<file path="src/rtl/serial_alu_ctrl_pkg.sv">
// Shared op-code constants, FSM state encoding and op-class helpers for the
// bit-serial ALU sequencer.
package serial_alu_ctrl_pkg;

    localparam logic [2:0] OP_AND = 3'b000;
    localparam logic [2:0] OP_OR  = 3'b001;
    localparam logic [2:0] OP_ADD = 3'b010;
    localparam logic [2:0] OP_SUB = 3'b110;
    localparam logic [2:0] OP_SLT = 3'b111;

    typedef enum logic [1:0] {
        ST_IDLE = 2'd0,
        ST_RUN  = 2'd1,
        ST_DONE = 2'd2
    } state_t;

    function automatic logic op_is_legal(input logic [2:0] op);
        return (op == OP_AND) || (op == OP_OR) || (op == OP_ADD) ||
               (op == OP_SUB) || (op == OP_SLT);
    endfunction

    // Ops that use the carry chain and therefore report a carry out.
    function automatic logic op_is_arith(input logic [2:0] op);
        return (op == OP_ADD) || (op == OP_SUB) || (op == OP_SLT);
    endfunction

endpackage

</file>
<file path="src/rtl/serial_alu_ctrl.sv">
// Bit-serial sequencer: walks an external 1-bit ALU slice over WIDTH cycles,
// LSB first, owning the carry chain, operand shifting and the SLT fix-up.
module serial_alu_ctrl
    import serial_alu_ctrl_pkg::*;
#(
    parameter int WIDTH = 32
) (
    input  logic             clk,
    input  logic             rst,
    input  logic             start,
    input  logic [2:0]       op,
    input  logic [WIDTH-1:0] a,
    input  logic [WIDTH-1:0] b,
    output logic             ready,
    output logic             done,
    output logic [WIDTH-1:0] result,
    output logic             zero,
    output logic             carry_out,
    output logic             illegal,
    output logic             slice_a,
    output logic             slice_b,
    output logic             slice_cin,
    output logic             slice_less,
    output logic [2:0]       slice_signal,
    input  logic             slice_out,
    input  logic             slice_set,
    input  logic             slice_cout
);

    localparam int CNT_W = $clog2(WIDTH);
    localparam logic [CNT_W-1:0] CNT_LAST = CNT_W'(WIDTH - 1);

    state_t           state, state_next;
    logic [WIDTH-1:0] a_sh, b_sh, r_sh;
    logic [CNT_W-1:0] cnt;
    logic             cq;
    logic [2:0]       op_q;
    logic             last_bit;
    logic [WIDTH-1:0] final_value;

    assign last_bit    = (state == ST_RUN) && (cnt == CNT_LAST);
    assign final_value = (op_q == OP_SLT) ? {{(WIDTH-1){1'b0}}, slice_set}
                                          : {slice_out, r_sh[WIDTH-1:1]};

    assign ready        = (state == ST_IDLE);
    assign done         = (state == ST_DONE);
    assign slice_a      = a_sh[0];
    assign slice_b      = b_sh[0];
    assign slice_cin    = cq;
    assign slice_less   = 1'b0;
    assign slice_signal = op_q;

    always_ff @(posedge clk) begin
        if (rst) state <= ST_IDLE;
        else     state <= state_next;
    end

    // NOTE: next_state is defaulted before the case so no path leaves it unassigned (no latch).
    always_comb begin
        state_next = state;
        case (state)
            ST_IDLE: if (start) state_next = op_is_legal(op) ? ST_RUN : ST_DONE;
            ST_RUN:  if (cnt == CNT_LAST) state_next = ST_DONE;
            ST_DONE: state_next = ST_IDLE;
            default: state_next = ST_IDLE;
        endcase
    end

    // NOTE: state is written with <= so every register samples pre-edge values.
    always_ff @(posedge clk) begin
        if (rst) begin
            a_sh      <= '0;
            b_sh      <= '0;
            cnt       <= '0;
            cq        <= 1'b0;
            op_q      <= OP_AND;
            result    <= '0;
            zero      <= 1'b1;
            carry_out <= 1'b0;
            illegal   <= 1'b0;
        end else begin
            case (state)
                ST_IDLE: begin
                    if (start && op_is_legal(op)) begin
                        a_sh <= a;
                        b_sh <= b;
                        op_q <= op;
                        cnt  <= '0;
                        cq   <= op[2];  // +1 of two's complement for SUB/SLT
                    end else if (start) begin
                        result    <= '0;
                        zero      <= 1'b1;
                        carry_out <= 1'b0;
                        illegal   <= 1'b1;
                    end
                end
                ST_RUN: begin
                    a_sh <= a_sh >> 1;
                    b_sh <= b_sh >> 1;
                    cq   <= slice_cout;
                    cnt  <= last_bit ? '0 : cnt + 1'b1;
                    if (last_bit) begin
                        result    <= final_value;
                        zero      <= (final_value == '0);
                        carry_out <= op_is_arith(op_q) & slice_cout;
                        illegal   <= 1'b0;
                    end
                end
                ST_DONE: illegal <= 1'b0;
                default: illegal <= 1'b0;
            endcase
        end
    end

    // NOTE: r_sh has no reset; every bit is rewritten before it is ever read.
    always_ff @(posedge clk) begin
        if (state == ST_RUN) r_sh <= {slice_out, r_sh[WIDTH-1:1]};
    end

endmodule
</file>
<file path="config.mk">
export PLATFORM = sky130hd
export DESIGN_NAME = serial_alu_ctrl
export DESIGN_NICKNAME = d
export VERILOG_FILES = /design/src/rtl/serial_alu_ctrl_pkg.sv /design/src/rtl/serial_alu_ctrl.sv
export SDC_FILE = /design/constraint.sdc
export NUM_CORES = 1
export LEC_CHECK = 0
export ABC_AREA = 1
export CAP_MARGIN = 20
export CORE_ASPECT_RATIO = 1.5
export CORE_UTILIZATION = 55
export DETAILED_ROUTE_END_ITERATION = 8
export PLACE_DENSITY = 0.95
export SYNTH_ARGS = -nofsm -noshare
export SYNTH_HDL_FRONTEND = slang
export SYNTH_SLANG_ARGS = --single-unit
</file>
<file path="constraint.sdc">
create_clock -name clk -period 4.3 [get_ports clk]
set_clock_uncertainty 0.1 [all_clocks]
set_input_delay 0.645 -clock clk [delete_from_list [all_inputs] [get_ports clk]]
set_output_delay 0.645 -clock clk [all_outputs]
set_load 0.01 [all_outputs]
</file>
Word level (Yosys, flattened, before mapping)
Index checks and enable logic that the tools add are counted.

Register bits after elaboration: 142. Bits in writable memories: 0. Memories: 0. Input port bits: 73. Bits in latches: 0. Output and inout bits: 44. Word-level logic and storage cells: 73. Bits in read-only memories: 0.

Bitwise gates (word level): 1. Divide/modulo/power cells: 0. Shift operators: 0. Eq/ne operators: 15. Add/subtract/negate cells: 1. Multipliers: 0. Magnitude comparators: 0. Multiplexer cells: 28. Reduce and logical (&&, ||, !) cells: 17.

Operators with widths (number): $mux 32 (6); $pmux 32 s2 (3); $logic_not 32->1 (1); $eq 3x3->1 const B (4); $mux 5 (2); $pmux 5 s2 (1); $mux 1 (8); $pmux 1 s2 (4); $eq 3x2->1 const B (2); $logic_or 1x1->1 (6); $mux 2 (3); $ne 2x2->1 const B (3); $reduce_and 2->1 (3); $add 5x1->5 const B (1); $eq 5x5->1 const B (1); $ne 2x1->1 const B (2); $pmux 2 s2 (1); $reduce_and 4->1 (1); $eq 3x1->1 const B (1); $logic_not 3->1 (1); $reduce_and 3->1 (1); $eq 2x1->1 const B (1); $eq 2x2->1 const B (1); $logic_and 1x1->1 (2); 3 further kinds (3).

Depth between registers and ports, before layout
Word-level depth: 8. Depth in mapped cells: 12. Depth with buffers taken out: 10.

Least setup slack after synthesis
Ideal clock, no wire load.

Path type: flip-flop to flip-flop. Start point: reg state[0]. End point: reg r_sh[10] (enable). Path buffers: 2. Required time: 3793 ps. Arrival time: 1720 ps. Cell stages (with the launch flop): 5. Period minus slack after synthesis: 2228 ps. Slack: 2072 ps. Path through: dfxtp_1 -> inv_2 -> nor2_2 -> buf_4 -> clkbuf_1.

Word-level cells in the longest chain between the ends: 1.

RTL lines: start: declaration (RTL line serial_alu_ctrl.sv:33) `state_t state, state_next;`; start signal: assignment (RTL line serial_alu_ctrl.sv:55) `else state <= state_next;`; $eq 2x1->1 (RTL line serial_alu_ctrl.sv:117) `if (state == ST_RUN) r_sh <= {slice_out, r_sh[WIDTH-1:1]};`; end signal: assignment (RTL line serial_alu_ctrl.sv:117); end: declaration (RTL line serial_alu_ctrl.sv:34) `logic [WIDTH-1:0] a_sh, b_sh, r_sh;`.

Every way passes these cells. A chain may end at the register's enable or synchronous reset.

Final worst setup path
Start point: in op[2]. End point: reg b_sh[20].

Word-level cells in the longest chain between the ends: 8.

RTL lines: start: declaration (RTL line serial_alu_ctrl.sv:11) `input logic [2:0] op,`; $eq 3x1->1 / $logic_not 3->1 (equally long branches) (RTL line serial_alu_ctrl_pkg.sv:18) `return (op == OP_AND) || (op == OP_OR) || (op == OP_ADD) ||`; $logic_or 1x1->1 (3 in a row) (RTL line serial_alu_ctrl_pkg.sv:18); $logic_or 1x1->1 * (RTL line serial_alu_ctrl_pkg.sv:19) `(op == OP_SUB) || (op == OP_SLT);`; $logic_and 1x1->1 * (RTL line serial_alu_ctrl.sv:84) `if (start && op_is_legal(op)) begin`; $ne 2x1->1 (no source line) *; $reduce_and 2->1 (no source line) *; end signal: assignment (RTL line serial_alu_ctrl.sv:99) `b_sh <= b_sh >> 1;`; end: declaration (RTL line serial_alu_ctrl.sv:34).

Every way passes the cells marked *; elsewhere a longest branch is shown, timed or not.

==> key figures <==
Floorplan
  – Core area: a little over 0.01 mm2
  – Die Height: 127.3 um
  – Die Width: 85.53 um
  – Ports: 117
  – Num rows: between 40 and 50
  – Initial Utilization: a little under three fifths
  – Area of the die: approximately 0.011 mm2

Drt
  – Vias per cell: 5.616
  – Iter 0 DRT Violations: 314
  – Number of antenna-violating nets in the routed design: 0
  – Routed via count: 5195
  – Routed length per instance: 15.00 um
  – Iteration count of the initial detailed-routing pass: 7
  – Final Routed Wirelength: about 14000 um
  – Remaining DRCs: 0

Layout
  – Fill cell total of the finished layout: 685
  – Final Util: 74.02%
  – Area added between synthesis and finish: 30.35%
  – Non-Filler Instances: 925
  – Layout cell share with drive strength beyond 1: 6.931%
  – Nets: 870
  – Ant diodes: 0

Clock network
  – Cts bufs inserted: 17
  – Post-CTS Setup Bufs: 0
  – TritonCTS clock tree: done
  – Clk_lat worst skew: 0.41 ns
  – Post-CTS sizing: 0
  – Clock slew at reported path FFs: 0.06 ns
  – CTS root buf: clkbuf_16
  – Clock Sinks: about 140
  – H-tree depth: 4
  – Post-CTS Hold Buffers: 0
  – CTS Buffer Depth: 2

Critical path
  – Critical Path Start Type: primary input
  – Worst Reg-to-Reg Cells: 9
  – Crit path DAT: 3.36 ns
  – CP required: 4.53 ns
  – Crit-path max FO: between 40 and 50
  – Critical Path Sink Type: flip-flop
  – Critical path type: primary input to flip-flop

Timing
  – RSZ-0062 raised after global routing: false
  – Slew headroom: 39.30%
  – Final Critical Period: 3.130 ns
  – Setup violators final: 0
  – Final Max Tran Viols: 0
  – Final Hold Fails: 0
  – Total Negative Setup Slacks: 0 ns
  – Crit share post-route: 72.79%
  – Slew @ Worst Pin: slightly above 0.9 ns
  – Fmax: 319.5 MHz

Synth
  – Flops & latches, synth: 141
  – Synth unique cells: 26
  – Post-Syn Area per Cell: around 8.2 um2
  – Netlist Area Pre-Place: 0.005756 mm2
  – Synth warnings: 0
  – Share of the yosys chip area belonging to registers: 54.43%
  – Net Count, Synth: 779
  – Gate Count Post-Synth: 704

Power
  – Leakage power: between 2 and 3 nW
  – Internal power: 0.002626 W
  – Clk pwr share: a little over two fifths
  – Seq pwr share: 43.6%
  – Power Density: 467.2 mW/mm2
  – Gate power share: a little over an eighth
  – VDD IR max: 0.0003227 V
  – Switching Share: 25.07%
  – Sw power: slightly below 0.0009 W

Global routing
  – Antenna violations before repair: 0
  – Total grt overflow: 0
  – Vias in the first global route: 4973
  – Largest net degree at the start of global routing: 112
  – First-pass GRT wire length: 22540 um
  – GRT Total Usage: 26.82%

Min path
  – Worst hold path depth: 2
  – Worst Hold Class: flip-flop to flip-flop

Place
  – GP Congestion: ~0.83
  – DP Cell Count: just under 900
  – Port buffer count: about 120
  – Hpwl dp: 8776 um

Status
  – Status: finished, final reports clean

Job
  – Max Cap Viol: 0
==> state kept, by name, summed over array words and instances (netlist names) <==
signal        cells
a_sh             32
b_sh             32
result           32
r_sh             31
cnt               5
slice_signal      3
state             2
carry_out         1
illegal           1
slice_cin         1
zero              1
==> stage by stage <==
stage / setup slack (ns) / hold WS (ns) / cell area (um2) / total power, W
finish: 1.170 / 0.3575 / 7502 / 0.003505
floorplan: 2.072 / 0.3239 / 5756 / 0.001848
CTS: 1.261 / 0.3560 / 7491 / 0.003510
global route: 0.9715 / 0.3756 / 7502 / 0.003637
global placement: 1.087 / 0.3378 / 6857 / 0.001972
detailed placement: 0.8978 / 0.3479 / 6872 / 0.002001
==> power groups by stage <==
stage	combinational (W)	sequential [W]	clock (W)
finish	0.000468	0.00153	0.00151
global route	0.000524	0.00154	0.00158
CTS	0.000464	0.00153	0.00152
detailed placement	0.000452	0.00155	0
global placement	0.000429	0.00154	0
floorplan	0.000310	0.00154	0
==> worst max-delay path, cell delays in order <==
cell	delay [ns]
clkdlybuf4s50_1	0.44
inv_1	0.07
nand2_1	0.05
nand2_1	0.05
o21ai_0	0.09
nand2_2	0.21
nand2_2	0.35
inv_2	0.65
buf_4	0.40
o21ai_0	0.15
a21oi_1	0.22
==> worst paths after layout <==
check | start | end | slack, ns
setup / recovery | op[2] | b_sh[20] | 1.17
hold / removal | b_sh[9] | b_sh[9] | 0.36
hold reg to reg | b_sh[9] | b_sh[9] | 0.36
setup reg to reg | state[0] | b_sh[20] | 1.37
==> cells in the mapped netlist <==
master,n,area (um2)
nand2_2,4,25.02
nand2_1,133,499.2
inv_4,1,6.260
nor2_4,1,11.26
nand2_4,1,11.26
nand4_1,2,12.51
clkbuf_1,24,90.09
o21a_1,1,7.510
buf_6,3,33.78
ha_1,2,25.02
edfxtp_1,31,930.9
inv_2,4,15.01
nor2_2,2,12.51
and3_1,2,12.51
a21oi_1,93,465.5
conb_1,1,3.750
buf_4,4,30.03
buf_2,22,110.1
a31oi_1,14,87.58
dfxtp_1,110,2202
o21ai_1,30,150.1
nor2_1,14,52.55
nand3_1,34,170.2
inv_1,64,240.2
o21ai_0,106,530.5
nor2_8,1,20.02
==> area by class of cell <==
class	count	area [um2]	area share [%]
well taps	117	146.4	1.951
flip-flops and latches	141	3133	41.76
multi-input cells	441	2105	28.05
repair buffers	125	1237	16.49
clock buffers	21	481.7	6.421
clock inverters	11	137.6	1.835
inverters	69	261.5	3.486
==> logic make-up (layout without fill, tap and decap cells) <==
group / Yosys count / count (layout) / synth area share (%)
buf+inv: 122 / 226 / 9.131
other cells: 1 / 1 / 0.06515
compound gates: 244 / 244 / 21.57
simple gates: 194 / 194 / 14.37
fa+ha+maj: 2 / 2 / 0.4347
flops: 141 / 141 / 54.43
==> placed cells by master (no fill, tap or decap), types with 2 or more instances in the layout <==
cell type / n
nand2_1: 133
clkdlybuf4s50_1: 115
dfxtp_1: 110
o21ai_0: 106
a21oi_1: 93
inv_1: 64
nand3_1: 34
edfxtp_1: 31
o21ai_1: 30
clkbuf_16: 18
a31oi_1: 14
nor2_1: 13
buf_4: 8
clkinv_2: 5
inv_2: 4
nand2_2: 4
bufinv_16: 3
nor2_4: 2
and3_1: 2
nor2_2: 2
inv_4: 2
nand4_1: 2
ha_1: 2
clkbuf_8: 2
==> routing by layer <==
layer	vias up	part of all wire, %	global-route usage, %
li1	2531	-	-
met1	2390	38	30.41
met2	239	52	46.73
met3	35	7.1	7.687
met4	0	2.5	11.57
met5	-	0	0
(Power assumes the default switching activity.)
